## src/rtl/imem_loader.sv

```systemverilog
`default_nettype none
// ============================================================================
//  Module      : imem_loader
//  Description : Byte-stream instruction memory loader. Receives a framed
//                byte stream (LE 32-bit header N, N LE payload words and an
//                optional LE checksum word), packs the bytes into 32-bit
//                words and writes them into instruction memory one word at
//                a time. The CPU core is held in reset until a load session
//                completes successfully.
//  Revision    : 1.0  initial release
// ----------------------------------------------------------------------------
//  Parameters
//    DEPTH         instruction memory depth in words
//    ADDR_W        word address width, must equal $clog2(DEPTH)
//  Ports
//    clk           rising-edge clock
//    reset_n       asynchronous active-low reset
//    start         one-cycle pulse, begins a load session (ignored mid-session)
//    in_valid      byte-stream valid
//    in_data       byte-stream data
//    in_ready      byte accepted when in_valid & in_ready
//    mem_we        imem write enable, one-cycle pulse per payload word
//    mem_addr      imem word address
//    mem_wdata     imem write data
//    cpu_reset     active-high reset to the CPU core
//    busy          load session in progress
//    done          sticky, last session completed successfully
//    error         sticky, last session aborted
//    words_loaded  payload words written in the current/last session
//  Configuration
//    IMEM_LOADER_CHECKSUM_EN  when defined, a trailing checksum word equal to
//                             the XOR of all payload words is required.
// ============================================================================
module imem_loader #(
  parameter int DEPTH  = 32,
  parameter int ADDR_W = 5
) (
  input  logic              clk,
  input  logic              reset_n,
  input  logic              start,
  input  logic              in_valid,
  input  logic [7:0]        in_data,
  output logic              in_ready,
  output logic              mem_we,
  output logic [ADDR_W-1:0] mem_addr,
  output logic [31:0]       mem_wdata,
  output logic              cpu_reset,
  output logic              busy,
  output logic              done,
  output logic              error,
  output logic [ADDR_W:0]   words_loaded
);

  typedef enum logic [2:0] {
    S_IDLE = 3'd0,
    S_HDR  = 3'd1,
    S_DATA = 3'd2,
    S_CHK  = 3'd3,
    S_DONE = 3'd4,
    S_ERR  = 3'd5
  } state_t;

  localparam logic [31:0]   C_DEPTH_WORD = 32'(DEPTH);
  localparam logic [ADDR_W:0] C_ONE      = (ADDR_W+1)'(1);

  // --------------------------------------------------------------------------
  // State
  // --------------------------------------------------------------------------
  state_t              state_q, state_d;
  logic [1:0]          byte_cnt_q, byte_cnt_d;
  logic [23:0]         shift_q, shift_d;       // bytes 0..2 of the word in flight
  logic [ADDR_W:0]     count_q, count_d;       // latched header word count N
  logic [ADDR_W:0]     words_loaded_q, words_loaded_d;
  logic                mem_we_q, mem_we_d;
  logic [ADDR_W-1:0]   mem_addr_q, mem_addr_d;
  logic [31:0]         mem_wdata_q, mem_wdata_d;
  logic                cpu_reset_q, cpu_reset_d;
  logic                busy_q, busy_d;
  logic                done_q, done_d;
  logic                error_q, error_d;
`ifdef IMEM_LOADER_CHECKSUM_EN
  logic [31:0]         csum_q, csum_d;         // running XOR of payload words
`endif

  logic                w_accept;
  logic                w_word_done;
  logic [31:0]         w_word;
  logic                w_last_word;

  // in_ready depends only on the state register, so it falls to 0 at once on
  // an asynchronous reset and at the edge that completes the last field.
  assign in_ready = (state_q == S_HDR) || (state_q == S_DATA) || (state_q == S_CHK);

  assign w_accept    = in_valid & in_ready;
  assign w_word_done = w_accept && (byte_cnt_q == 2'd3);
  // The fourth byte is consumed straight from the input; it is never stored.
  assign w_word      = {in_data, shift_q};
  assign w_last_word = ((words_loaded_q + C_ONE) == count_q);

  // --------------------------------------------------------------------------
  // Next-state and output logic
  // --------------------------------------------------------------------------
  always_comb begin
    state_d        = state_q;
    byte_cnt_d     = byte_cnt_q;
    shift_d        = shift_q;
    count_d        = count_q;
    words_loaded_d = words_loaded_q;
    mem_we_d       = 1'b0;
    mem_addr_d     = mem_addr_q;
    mem_wdata_d    = mem_wdata_q;
    cpu_reset_d    = cpu_reset_q;
    busy_d         = busy_q;
    done_d         = done_q;
    error_d        = error_q;
`ifdef IMEM_LOADER_CHECKSUM_EN
    csum_d         = csum_q;
`endif

    // Byte packing, common to every field of the frame.
    if (w_accept) begin
      byte_cnt_d = byte_cnt_q + 2'd1;
      case (byte_cnt_q)
        2'd0:    shift_d[7:0]   = in_data;
        2'd1:    shift_d[15:8]  = in_data;
        2'd2:    shift_d[23:16] = in_data;
        default: shift_d        = shift_q;
      endcase
    end

    case (state_q)
      S_IDLE: begin
        if (start) begin
          state_d        = S_HDR;
          done_d         = 1'b0;
          error_d        = 1'b0;
          words_loaded_d = '0;
          byte_cnt_d     = 2'd0;
          cpu_reset_d    = 1'b1;
          busy_d         = 1'b1;
`ifdef IMEM_LOADER_CHECKSUM_EN
          csum_d         = '0;
`endif
        end
      end

      S_HDR: begin
        if (w_word_done) begin
          if (w_word == 32'd0) begin
`ifdef IMEM_LOADER_CHECKSUM_EN
            // Empty payload still carries a trailer; XOR of nothing is 0.
            state_d = S_CHK;
`else
            state_d = S_DONE;
`endif
          end else if (w_word > C_DEPTH_WORD) begin
            state_d = S_ERR;
          end else begin
            count_d = w_word[ADDR_W:0];
            state_d = S_DATA;
          end
        end
      end

      S_DATA: begin
        if (w_word_done) begin
          // Registered write: the word appears on the imem port the cycle
          // after its fourth byte. N <= DEPTH keeps the address in range.
          mem_we_d       = 1'b1;
          mem_addr_d     = words_loaded_q[ADDR_W-1:0];
          mem_wdata_d    = w_word;
          words_loaded_d = words_loaded_q + C_ONE;
`ifdef IMEM_LOADER_CHECKSUM_EN
          csum_d         = csum_q ^ w_word;
`endif
          if (w_last_word) begin
`ifdef IMEM_LOADER_CHECKSUM_EN
            state_d = S_CHK;
`else
            state_d = S_DONE;
`endif
          end
        end
      end

`ifdef IMEM_LOADER_CHECKSUM_EN
      S_CHK: begin
        if (w_word_done) begin
          // Payload writes are already committed; a mismatch only flags it.
          if (w_word == csum_q) begin
            state_d = S_DONE;
          end else begin
            state_d = S_ERR;
          end
        end
      end
`endif

      S_DONE: begin
        // Status flags register while in DONE, so they show up the cycle
        // after the final write pulse rather than together with it.
        done_d      = 1'b1;
        busy_d      = 1'b0;
        cpu_reset_d = 1'b0;
        if (start) begin
          state_d        = S_HDR;
          done_d         = 1'b0;
          error_d        = 1'b0;
          words_loaded_d = '0;
          byte_cnt_d     = 2'd0;
          cpu_reset_d    = 1'b1;
          busy_d         = 1'b1;
`ifdef IMEM_LOADER_CHECKSUM_EN
          csum_d         = '0;
`endif
        end
      end

      S_ERR: begin
        // The CPU stays in reset after an aborted load.
        error_d = 1'b1;
        busy_d  = 1'b0;
        if (start) begin
          state_d        = S_HDR;
          done_d         = 1'b0;
          error_d        = 1'b0;
          words_loaded_d = '0;
          byte_cnt_d     = 2'd0;
          cpu_reset_d    = 1'b1;
          busy_d         = 1'b1;
`ifdef IMEM_LOADER_CHECKSUM_EN
          csum_d         = '0;
`endif
        end
      end

      default: begin
        state_d = S_IDLE;
      end
    endcase
  end

  // --------------------------------------------------------------------------
  // Registers
  // --------------------------------------------------------------------------
  always_ff @(posedge clk or negedge reset_n) begin
    if (!reset_n) begin
      state_q        <= S_IDLE;
      byte_cnt_q     <= 2'd0;
      shift_q        <= '0;
      count_q        <= '0;
      words_loaded_q <= '0;
      mem_we_q       <= 1'b0;
      mem_addr_q     <= '0;
      mem_wdata_q    <= '0;
      cpu_reset_q    <= 1'b1;
      busy_q         <= 1'b0;
      done_q         <= 1'b0;
      error_q        <= 1'b0;
`ifdef IMEM_LOADER_CHECKSUM_EN
      csum_q         <= '0;
`endif
    end else begin
      state_q        <= state_d;
      byte_cnt_q     <= byte_cnt_d;
      shift_q        <= shift_d;
      count_q        <= count_d;
      words_loaded_q <= words_loaded_d;
      mem_we_q       <= mem_we_d;
      mem_addr_q     <= mem_addr_d;
      mem_wdata_q    <= mem_wdata_d;
      cpu_reset_q    <= cpu_reset_d;
      busy_q         <= busy_d;
      done_q         <= done_d;
      error_q        <= error_d;
`ifdef IMEM_LOADER_CHECKSUM_EN
      csum_q         <= csum_d;
`endif
    end
  end

  assign mem_we       = mem_we_q;
  assign mem_addr     = mem_addr_q;
  assign mem_wdata    = mem_wdata_q;
  assign cpu_reset    = cpu_reset_q;
  assign busy         = busy_q;
  assign done         = done_q;
  assign error        = error_q;
  assign words_loaded = words_loaded_q;

endmodule
`default_nettype wire

```

## config.mk

```make
export PLATFORM = sky130hd
export DESIGN_NAME = imem_loader
export DESIGN_NICKNAME = d
export VERILOG_FILES = /design/src/rtl/imem_loader.sv
export SDC_FILE = /design/constraint.sdc
export NUM_CORES = 1
export LEC_CHECK = 0
export ABC_AREA = 1
export CORE_MARGIN = 2
export CORE_UTILIZATION = 48
export DETAILED_ROUTE_END_ITERATION = 7
export PLACE_DENSITY_LB_ADDON = 0.12
export SLEW_MARGIN = 25
export SYNTH_ARGS = -nofsm -noshare
export SYNTH_HDL_FRONTEND = slang
export SYNTH_SLANG_ARGS = --single-unit
```

## constraint.sdc

```tcl
create_clock -name clk -period 1.6 [get_ports clk]
set_clock_uncertainty 0.05 [all_clocks]
set_input_delay 0.48 -clock clk [delete_from_list [all_inputs] [get_ports clk]]
set_output_delay 0.48 -clock clk [all_outputs]
set_load 0.01 [all_outputs]
```

==> metrics.yaml, run 1 <==
worst_setup_path:
  r2r_slack_ps: -110
  cp.required_ps: 1770
  crit_start: "state_q[0]"
  cp-start-kind: "flip-flop"
  r2r-end: "mem_addr[1]"
  crit_path_max_fanout: 19
  end_kind: "flip-flop"
  arrival_ps: 1890
  crit_type: "reg -> reg"
  ff2ff_path_depth: 10
  crit_path_end: "mem_addr[1]"
  worstReg2RegStart: "state_q[0]"
drt:
  drc: 0
  drt_iter0_drc: 167
  ant_nets: 0
  drt-pass1-iter-count: 4
  routed_wl_um: 9300
  wl_per_cell_um: 14.3
  vias: 3246
  viasPerCell: 5.00
place:
  gp_congestion: 0.817
  dpl.hpwl_um: 6070
  io_buffers: 60
  place_inst: 616
sta:
  slew_headroom: 0.816
  rsz0062_at_grt: "yes"
  holdWs_ps: 421
  setup_viol: 54
  fin_crit_sh: 1.07
  min_period_ps: 1710
  setup_slack_ps: -112
  slew_viol_final: 0
  hold_violations: 0
  tightest_slew_ps: 275
  setup_tns_ps: -3900
  fmax_ghz: 0.584
floorplan:
  core_area_um2: 7610
  die_height_um: 92.0
  start_util: 0.488
  rows: 32
  io_pins: 61
  die_w_um: 92.0
  die_area_um2: 8460
power:
  p_comb_frac: 0.404
  p_int_mw: 4.91
  power.share.clock: 0.172
  power.switching_mw: 2.84
  p_seq_frac: 0.424
  p_per_area_nw_per_um2: 1490
  ir_drop_v: 0.000885
  swShare: 0.366
  p_leak_nw: 2.70
finish:
  drive_gt1_frac: 0.234
  final_nets: 559
  nFillCells: 633
  multi_input_comb_area_um2: 1490
  syn_to_final_growth_pct: 40.5
  diodes: 0
  fin_cells: 649
  fin_util: 0.686
  seqCellArea_um2: 2080
grt:
  grt_pass1_wl_um: 14800
  grt-ovfl-total: 0
  grt_pass1_vias: 3071
  grt_antenna_before_repair: 0
  grt_use_total: 0.222
  grt_max_degree: 74
synthesis:
  ys_warn_count: 0
  avgSynthCellArea_um2: 8.76
  ys_ff_latch: 83
  synth-edff-count: 0
  ys_top_cells_by_area: "dfrtp_1 (55%), nand2_1 (13%), inv_1 (5.4%)"
  yosysSeqAreaShare: 0.560
  yosysMostFrequentCell: "nand2_1"
  synth_top_cells_by_count: "nand2_1 (125), dfrtp_1 (82), inv_1 (53)"
  postSynth.asyncResetShare: 1.00
  synth_cell_types: 33
  netlist.area_leader.share: 0.553
  syn_area_um2: 3710
  netlist_instances: 424
  syn-num-nets: 441
  synth-main-ff-cell: "dfrtp_1"
  yosysTopAreaCell: "dfrtp_1"
clock_network:
  cts.htree.levels: 3
  path_clk_slew_ps: 80
  clockBufferDepth: 2
  cts_tree: "built"
  cts_buffers: 9
  cts_root_buf: "clkbuf_8"
  clock_latency_ps: 350
  cts_sinks: 83
outcome:
  failed_checks: "setup timing"
  status: "finished, violations left"
hold_path:
  hold_class: "reg -> reg"
flow_run:
  cap_viol_max_count: 0
==> worst max-delay path, cell delays in order, from the launching register on <==
cell       delay [ps]
dfrtp_2           410
nor2_4             50
buf_6             110
nor3b_4           220
nand2_4           120
buf_12            150
nor2_8             80
buf_12            150
clkinv_16          90
nand2_1            80
o21ai_1            70
==> layer usage <==
metal,wire length [um],share of wire,track usage,vias to the layer above
met4,207,0.022,0.0858,0
met1,4070,0.44,0.298,1551
met5,0,0,0,-
met2,4600,0.50,0.369,96
li1,-,-,-,1582
met3,420,0.045,0.0312,17
==> cells in the final DEF (no fill, tap or decap), drive strengths merged, types with 7 or more instances in the layout <==
| cell type | count |
|---|---|
| nand2 | 130 |
| dfrtp | 82 |
| nand3 | 15 |
| nor2 | 31 |
| o21ai | 69 |
| inv | 56 |
| buf | 59 |
| dlygate4sd2 | 52 |
| nand4 | 7 |
| clkbuf | 15 |
==> final cells by class <==
cell class / instances / area share
sequential: 83 / 0.399
multi-input combinational: 274 / 0.286
timing repair buffer: 117 / 0.210
inverter: 55 / 0.0446
clock buffer: 14 / 0.0292
tap: 102 / 0.0245
timing repair inverter: 2 / 0.00432
clock inverter: 2 / 0.00240
==> registers in the layout, indices dropped and copies added, names as in the netlist <==
name / cells
busy: 1
byte_cnt_q: 2
count_q: 6
cpu_reset: 1
done: 1
error: 1
mem_addr: 5
mem_wdata: 32
mem_we: 1
shift_q: 24
state_q: 3
words_loaded: 6
==> power by group through the flow <==
stage	combinational [mW]	sequential, mW	clock, mW
floorplan	1.30	3.48	0
global placement	3.16	3.31	0
detailed placement	3.23	3.33	0
CTS	3.08	3.28	1.36
global route	3.54	3.40	1.43
finish	3.14	3.29	1.33
==> stage by stage <==
stage | power, mW | worst slack, ps | area [um^2]
3_3_place_gp | 6.47 | -517 | 4750
4_1_cts | 7.71 | -155 | 5080
3_5_place_dp | 6.56 | -554 | 4750
5_1_grt | 8.37 | -200 | 5220
2_1_floorplan | 4.78 | 0.0313 | 3730
6_report | 7.75 | -112 | 5220
==> how the worst min path moves through the flow <==
stage / startpoint / to / slack [ps] / depth (start not counted)
4_1_cts: cpu_reset / cpu_reset / 420 / 2
2_1_floorplan: reset_n / busy / 130 / 0
5_1_grt: reset_n / mem_wdata[14] / 450 / 2
3_3_place_gp: reset_n / mem_wdata[14] / 250 / 1
6_report: mem_wdata[11] / mem_wdata[11] / 420 / 2
3_5_place_dp: reset_n / mem_wdata[15] / 260 / 1
==> kinds of logic after synthesis <==
group / Yosys count / synth area share
AO/OA/AOI/OAI: 77 / 0.113
XOR/XNOR: 3 / 0.00708
adder cells (fa/ha/maj): 5 / 0.0168
buffers and inverters: 67 / 0.0815
flip-flops: 83 / 0.560
multiplexers: 1 / 0.00270
AND/OR/NAND/NOR: 188 / 0.219
==> repair_timing <==
item                                    4_1_cts  5_1_grt
cloned                                        1        2
setup buffers                                 9        5
hold endpoints to repair                      4        0
endpoints found under the setup margin      104       84
hold buffers                                  1        0
pin swaps                                    17        6
gates resized for setup                      98       28
No activity file was read; power rests on OpenSTA's default activity.
==> run 2: changes to the inputs <==
--- a/config.mk
+++ b/config.mk
@@ -7,7 +7,8 @@
 export LEC_CHECK = 0
 export ABC_AREA = 1
 export CORE_MARGIN = 2
-export CORE_UTILIZATION = 48
+export CORE_UTILIZATION = 50
+export CTS_BUF_LIST = sky130_fd_sc_hd__clkbuf_8
 export DETAILED_ROUTE_END_ITERATION = 7
 export PLACE_DENSITY_LB_ADDON = 0.12
 export SLEW_MARGIN = 25
==> metrics.yaml, run 2 (synthesis gave the netlist of run 1 again) <==
place:
  place_area_um2: 4800  # +1.1%
  dpl.hpwl_um: 6140  # +1.2%
  io_buffers: 60  # unchanged
  gp_congestion: 0.853  # +4.4%
drt:
  ant_nets: 0  # unchanged
  drt-pass1-iter-count: 4  # unchanged
  viasPerCell: 4.95  # -0.95%
  drc: 0  # unchanged
  wl_per_cell_um: 14.2  # -0.80%
  vias: 3240  # -0.18%
  drt_iter0_drc: 220  # +32%
  routed_wl_um: 9300  # about the same
worst_setup_path:
  slowest_stage: "dfrtp_1"
  end_kind: "flip-flop"
  arrival_ps: 1910  # +20 ps
  cp.required_ps: 1790  # +20 ps
  cp_common_cell: "nand2_1"
  path_cells: "nor2_4, buf_6, nor3b_4, nand2_4, nand2_1, buf_4, nand3_1, inv_1, nand2_1, nand2_1, nand2_1"
  cp-start-kind: "flip-flop"
  crit_path_max_fanout: 3  # -16
  crit_type: "reg -> reg"
  path_buf_inv: 3  # -1
  cpPeakStageDelay_ps: 420  # about the same
  path_delay_family: "simple AND/OR/NAND/NOR gates"
clock_network:
  cts_tree: "built"
  cts_buffers: 9  # unchanged
  cts.htree.levels: 3  # unchanged
  clockBufferDepth: 2  # unchanged
  cts_root_buf: "clkbuf_8"
  path_clk_slew_ps: 80  # about the same
  cts_sinks: 83  # unchanged
  clock_latency_ps: 350  # about the same
finish:
  final_nets: 567  # +1.4%
  fin_util: 0.747  # +0.0615
  diodes: 0  # unchanged
  final_common_cell: "nand2_1"
  drive_gt1_frac: 0.277  # +0.0435
  syn_to_final_growth_pct: 45.2
  layout_common_cells: "nand2_1 (114), dfrtp_1 (78), dlygate4sd2_1 (51)"
  largest_register_ffs: 32  # unchanged
  finalInstanceArea_um2: 5390  # +3.3%
outcome:
  status: "finished, violations left"
  failed_checks: "setup timing"
hold_path:
  hold_class: "reg -> reg"
sta:
  setup_slack_ps: -124  # -12.1 ps
  tightest_slew_ps: 340  # +64.4 ps
  fmax_ghz: 0.580  # -0.70%
  slew_viol_final: 0  # unchanged
  holdWs_ps: 420  # -1.07 ps
  setup_viol: 52  # -3.7%
  slew_headroom: 0.773  # -0.0430
  rsz0062_at_grt: "yes"
  min_period_ps: 1720  # +12.1 ps
  hold_violations: 0  # unchanged
  fin_crit_sh: 1.08  # +0.00754
grt:
  grt_pass1_vias: 3092  # +0.68%
  grt_pass1_wl_um: 14600  # -1.2%
  grt_antenna_before_repair: 0  # unchanged
  grt_max_degree: 29  # -61%
  grt_use_total: 0.224  # +0.00144
  grt-ovfl-total: 0  # unchanged
power:
  ir_drop_v: 0.000969  # +9.4%
  power.total_mw: 8.03  # +3.5%
  p_leak_nw: 2.82  # +4.3%
  p_per_area_nw_per_um2: 1490  # +0.18%
floorplan:
  io_pins: 61  # unchanged
  die_height_um: 90.2  # -1.9%
  core_area_um2: 7210  # -5.2%
  die_area_um2: 8130  # -3.8%
  rows: 31  # -3.1%
  start_util: 0.515  # +0.0266
  die_w_um: 90.2  # -1.9%
flow_run:
  cap_viol_max_count: 0  # unchanged
[run 2: cell types whose count changed in the layout (fill, tap and decap cells not counted), sizes merged]
cell,before,now
clkdlybuf4s15,1,2
clkbuf,15,13
clkdlybuf4s50,3,1
dlymetal6s2s,0,2
clkinv,2,4
buf,59,67
dlygate4sd2,52,51
[run 2: cell type report]
class                      instances  area (um^2)
clock inverter                     6         40.0
multi-input combinational        274         1550
timing repair buffer             127         1240
fill                             543         1820
sequential                        83         2080
tap                               99          124
clock buffer                      10          138
inverter                          55          219
[run 2: what timing repair did]
action                                 4_1_cts  5_1_grt
buffers inserted                             9        7
gates resized for setup                    106       46
pin swaps                                   22       15
endpoints found under the hold margin       21        0
gates cloned                                 1        3
hold buffers                                 1        0
setup endpoints to repair                   64       84
[run 2: final timing paths]
| check | to | slack, ps | cells past startpoint | from |
|---|---|---|---|---|
| worst max-delay path | state_q[0] | -120 | 11 | state_q[0] |
| worst min-delay path | cpu_reset | 420 | 2 | cpu_reset |
| worst max register to register | state_q[0] | -120 | 11 | state_q[0] |
| worst min register to register | cpu_reset | 420 | 2 | cpu_reset |
| max in group asynchronous | mem_wdata[21] | 420 | 3 | reset_n |
| min in group asynchronous | mem_wdata[18] | 520 | 2 | reset_n |
[run 2: power breakdown]
group / switching, mW / internal, mW
Sequential: 0.438 / 2.86
Combinational: 1.82 / 1.55
Clock: 0.757 / 0.606
[run 2: layer usage]
| layer | track usage | up-vias | wire (um) |
|---|---|---|---|
| met1 | 0.304 | 1535 | 4260 |
| met4 | 0.0744 | 0 | 129 |
| met2 | 0.367 | 86 | 4550 |
| met3 | 0.0402 | 13 | 357 |
| met5 | 0 | - | 0 |
| li1 | - | 1606 | - |
[run 2: per-stage QoR]
stage	setup WS (ps)	TNS, ps	std cells
floorplan	0.0313	0	424
global placement	-521	-26210	619
detailed placement	-587	-26950	619
CTS	-120	-1750	646
global route	-236	-7870	654
finish	-124	-3810	654
[run 2: worst register-to-register path: stages (launching register included)]
cell     delay (ps)
dfrtp_1         420
nor2_4           60
buf_6           120
nor3b_4         240
nand2_4         100
nand2_1         100
buf_4           120
nand3_1         120
inv_1           130
nand2_1          60
nand2_1          50
nand2_1          50
==> run 3: changes to the inputs <==
--- a/config.mk
+++ b/config.mk
@@ -6,11 +6,13 @@
 export NUM_CORES = 1
 export LEC_CHECK = 0
 export ABC_AREA = 1
+export ABC_CLOCK_PERIOD_IN_PS = 1600
 export CORE_MARGIN = 2
 export CORE_UTILIZATION = 50
 export CTS_BUF_LIST = sky130_fd_sc_hd__clkbuf_8
 export DETAILED_ROUTE_END_ITERATION = 7
 export PLACE_DENSITY_LB_ADDON = 0.12
+export REMOVE_ABC_BUFFERS = 1
 export SLEW_MARGIN = 25
 export SYNTH_ARGS = -nofsm -noshare
 export SYNTH_HDL_FRONTEND = slang
==> metrics.yaml, run 3 (synthesis gave the netlist of run 1 again) <==
hold_path:
  min_from: "mem_wdata[11]"
  hold_class: "reg -> reg"
  worstHoldPathCells: 2  # unchanged
  min_to: "mem_wdata[11]"
place:
  io_buffers: 60  # unchanged
  dpl.hpwl_um: 5700  # -7.2%
  gp_congestion: 0.872  # +2.3%
  dp_slack_ps: -574  # +12.1 ps
clock_network:
  cts_root_buf: "clkbuf_8"
  cts.htree.levels: 3  # unchanged
  cts_buffers: 9  # unchanged
  path_clk_slew_ps: 90  # about the same
  clock_latency_ps: 350  # about the same
  cts_sinks: 83  # unchanged
  cts_tree: "built"
  clockBufferDepth: 2  # unchanged
finish:
  nFillCells: 484  # -11%
  final_nets: 570  # +0.53%
  drive_gt1_frac: 0.328  # +0.0505
  diodes: 0  # unchanged
  syn_to_final_growth_pct: 52.3
  largest_register_ffs: 32  # unchanged
  fin_util: 0.784  # +0.0362
  layout_common_cells: "nand2_1 (98), dfrtp_1 (81), buf_4 (44)"
  final_common_cell: "nand2_1"
grt:
  grt_pass1_wl_um: 16100  # +9.8%
  grt_util_met2: 0.409  # +0.0414
  grt_pass1_vias: 3456  # +12%
  grt_busiest_layer: "met2"
  grt_max_degree: 34  # +17%
  globalRouteMet1Util: 0.329  # +0.0248
  grt_use_total: 0.248  # +0.0240
  met3_usage: 0.0495  # +0.00922
  grt_antenna_before_repair: 0  # unchanged
  grt-ovfl-total: 0  # unchanged
floorplan:
  rows: 31  # unchanged
  start_util: 0.515  # unchanged
  io_pins: 61  # unchanged
  die_height_um: 90.2  # unchanged
  die_w_um: 90.2  # unchanged
  die_area_um2: 8130  # unchanged
  core_area_um2: 7210  # unchanged
sta:
  setup_viol: 53  # +1.9%
  fin_crit_sh: 1.13  # +0.0554
  rsz0062_at_grt: "yes"
  setup_slack_ps: -213  # -88.7 ps
  slew_headroom: 0.736  # -0.0373
  setup_tns_ps: -9180  # -5370 ps
  fmax_ghz: 0.552  # -4.9%
  slew_viol_final: 0  # unchanged
  tightest_slew_ps: 396  # +56.0 ps
  min_period_ps: 1810  # +88.7 ps
  hold_violations: 0  # unchanged
  holdWs_ps: 419  # -1.11 ps
flow_run:
  cap_viol_max_count: 0  # unchanged
worst_setup_path:
  end_kind: "flip-flop"
  crit_type: "reg -> reg"
  crit_path_max_fanout: 6  # +3
  worstReg2RegStart: "state_q[0]"
  cp-start-kind: "flip-flop"
  cp.required_ps: 1800  # about the same
  arrival_ps: 2010  # +100 ps
  ff2ff_path_depth: 11  # unchanged
  r2r_slack_ps: -210  # -90 ps
  r2r-end: "mem_wdata[4]"
outcome:
  status: "finished, violations left"
  failed_checks: "setup timing"
power:
  p_leak_nw: 2.92  # +3.4%
  ir_drop_v: 0.000868  # -10%
  p_per_area_nw_per_um2: 1480  # -0.42%
  power.total_mw: 8.38  # +4.4%
drt:
  routed_wl_um: 10600  # +14%
  vias: 3461  # +6.8%
  wl_per_cell_um: 16.1  # +13%
  viasPerCell: 5.27  # +6.3%
  drc: 0  # unchanged
  drt-pass1-iter-count: 5  # +1
  ant_nets: 0  # unchanged
  drt_iter0_drc: 189  # -14%
-- run 3: metrics by stage --
stage	area, um^2	instances
after floorplan	3620	412
after global placement	4690	604
after detailed placement	4690	604
after CTS	5330	641
after global routing	5650	657
final	5650	657
-- run 3: worst max path at each step --
stage / start / to / slack (ps) / cells past startpoint
after floorplan: state_q[1] / count_q[0] / -160 / 7
after global placement: in_data[2] / count_q[0] / -530 / 10
after detailed placement: in_data[2] / count_q[0] / -570 / 10
after CTS: state_q[1] / mem_wdata[15] / -160 / 10
after global routing: words_loaded[0] / state_q[0] / -320 / 11
final: state_q[0] / mem_wdata[4] / -210 / 11
-- run 3: where the power goes --
group | internal [mW] | leakage [nW] | switching [mW]
registers | 2.86 | 1.07 | 0.495
clock network | 0.813 | 0.106 | 0.791
logic | 1.53 | 1.74 | 1.89
total | 5.21 | 2.92 | 3.17
-- run 3: critical path, cell delays in order (launching register included) --
cell and delay (ps):
dfrtp_1 370, nor2_2 60, buf_6 120, nor3b_4 240, nand2_4 70, buf_6 130
nor2_8 140, clkinv_8 90, buf_12 160, clkbuf_16 160, nand2_2 60, o21ai_2 50
-- run 3: area by class of cell --
class | instances | area (um^2) | share of cell area
flip-flops and latches | 83 | 2080 | 0.368
multi-input cells | 274 | 1610 | 0.284
repair buffers | 130 | 1410 | 0.250
inverters | 55 | 219 | 0.0387
clock buffers | 11 | 151 | 0.0268
well taps | 99 | 124 | 0.0219
clock inverters | 5 | 60.1 | 0.0106
-- run 3: metal layers --
| metal | part of all wire | routed length, um |
|---|---|---|
| met3 | 0.057 | 601 |
| met5 | 0 | 0 |
| met4 | 0.017 | 177 |
| met1 | 0.41 | 4330 |
| met2 | 0.52 | 5460 |
-- run 3: repair_timing --
action / 4_1_cts / 5_1_grt
endpoints found under the setup margin: 101 / 97
cloned: 8 / 2
endpoints found under the hold margin: 13 / 0
buffers inserted: 12 / 18
gates resized for setup: 120 / 80
pin swaps: 10 / 13
hold buffers: 1 / 0
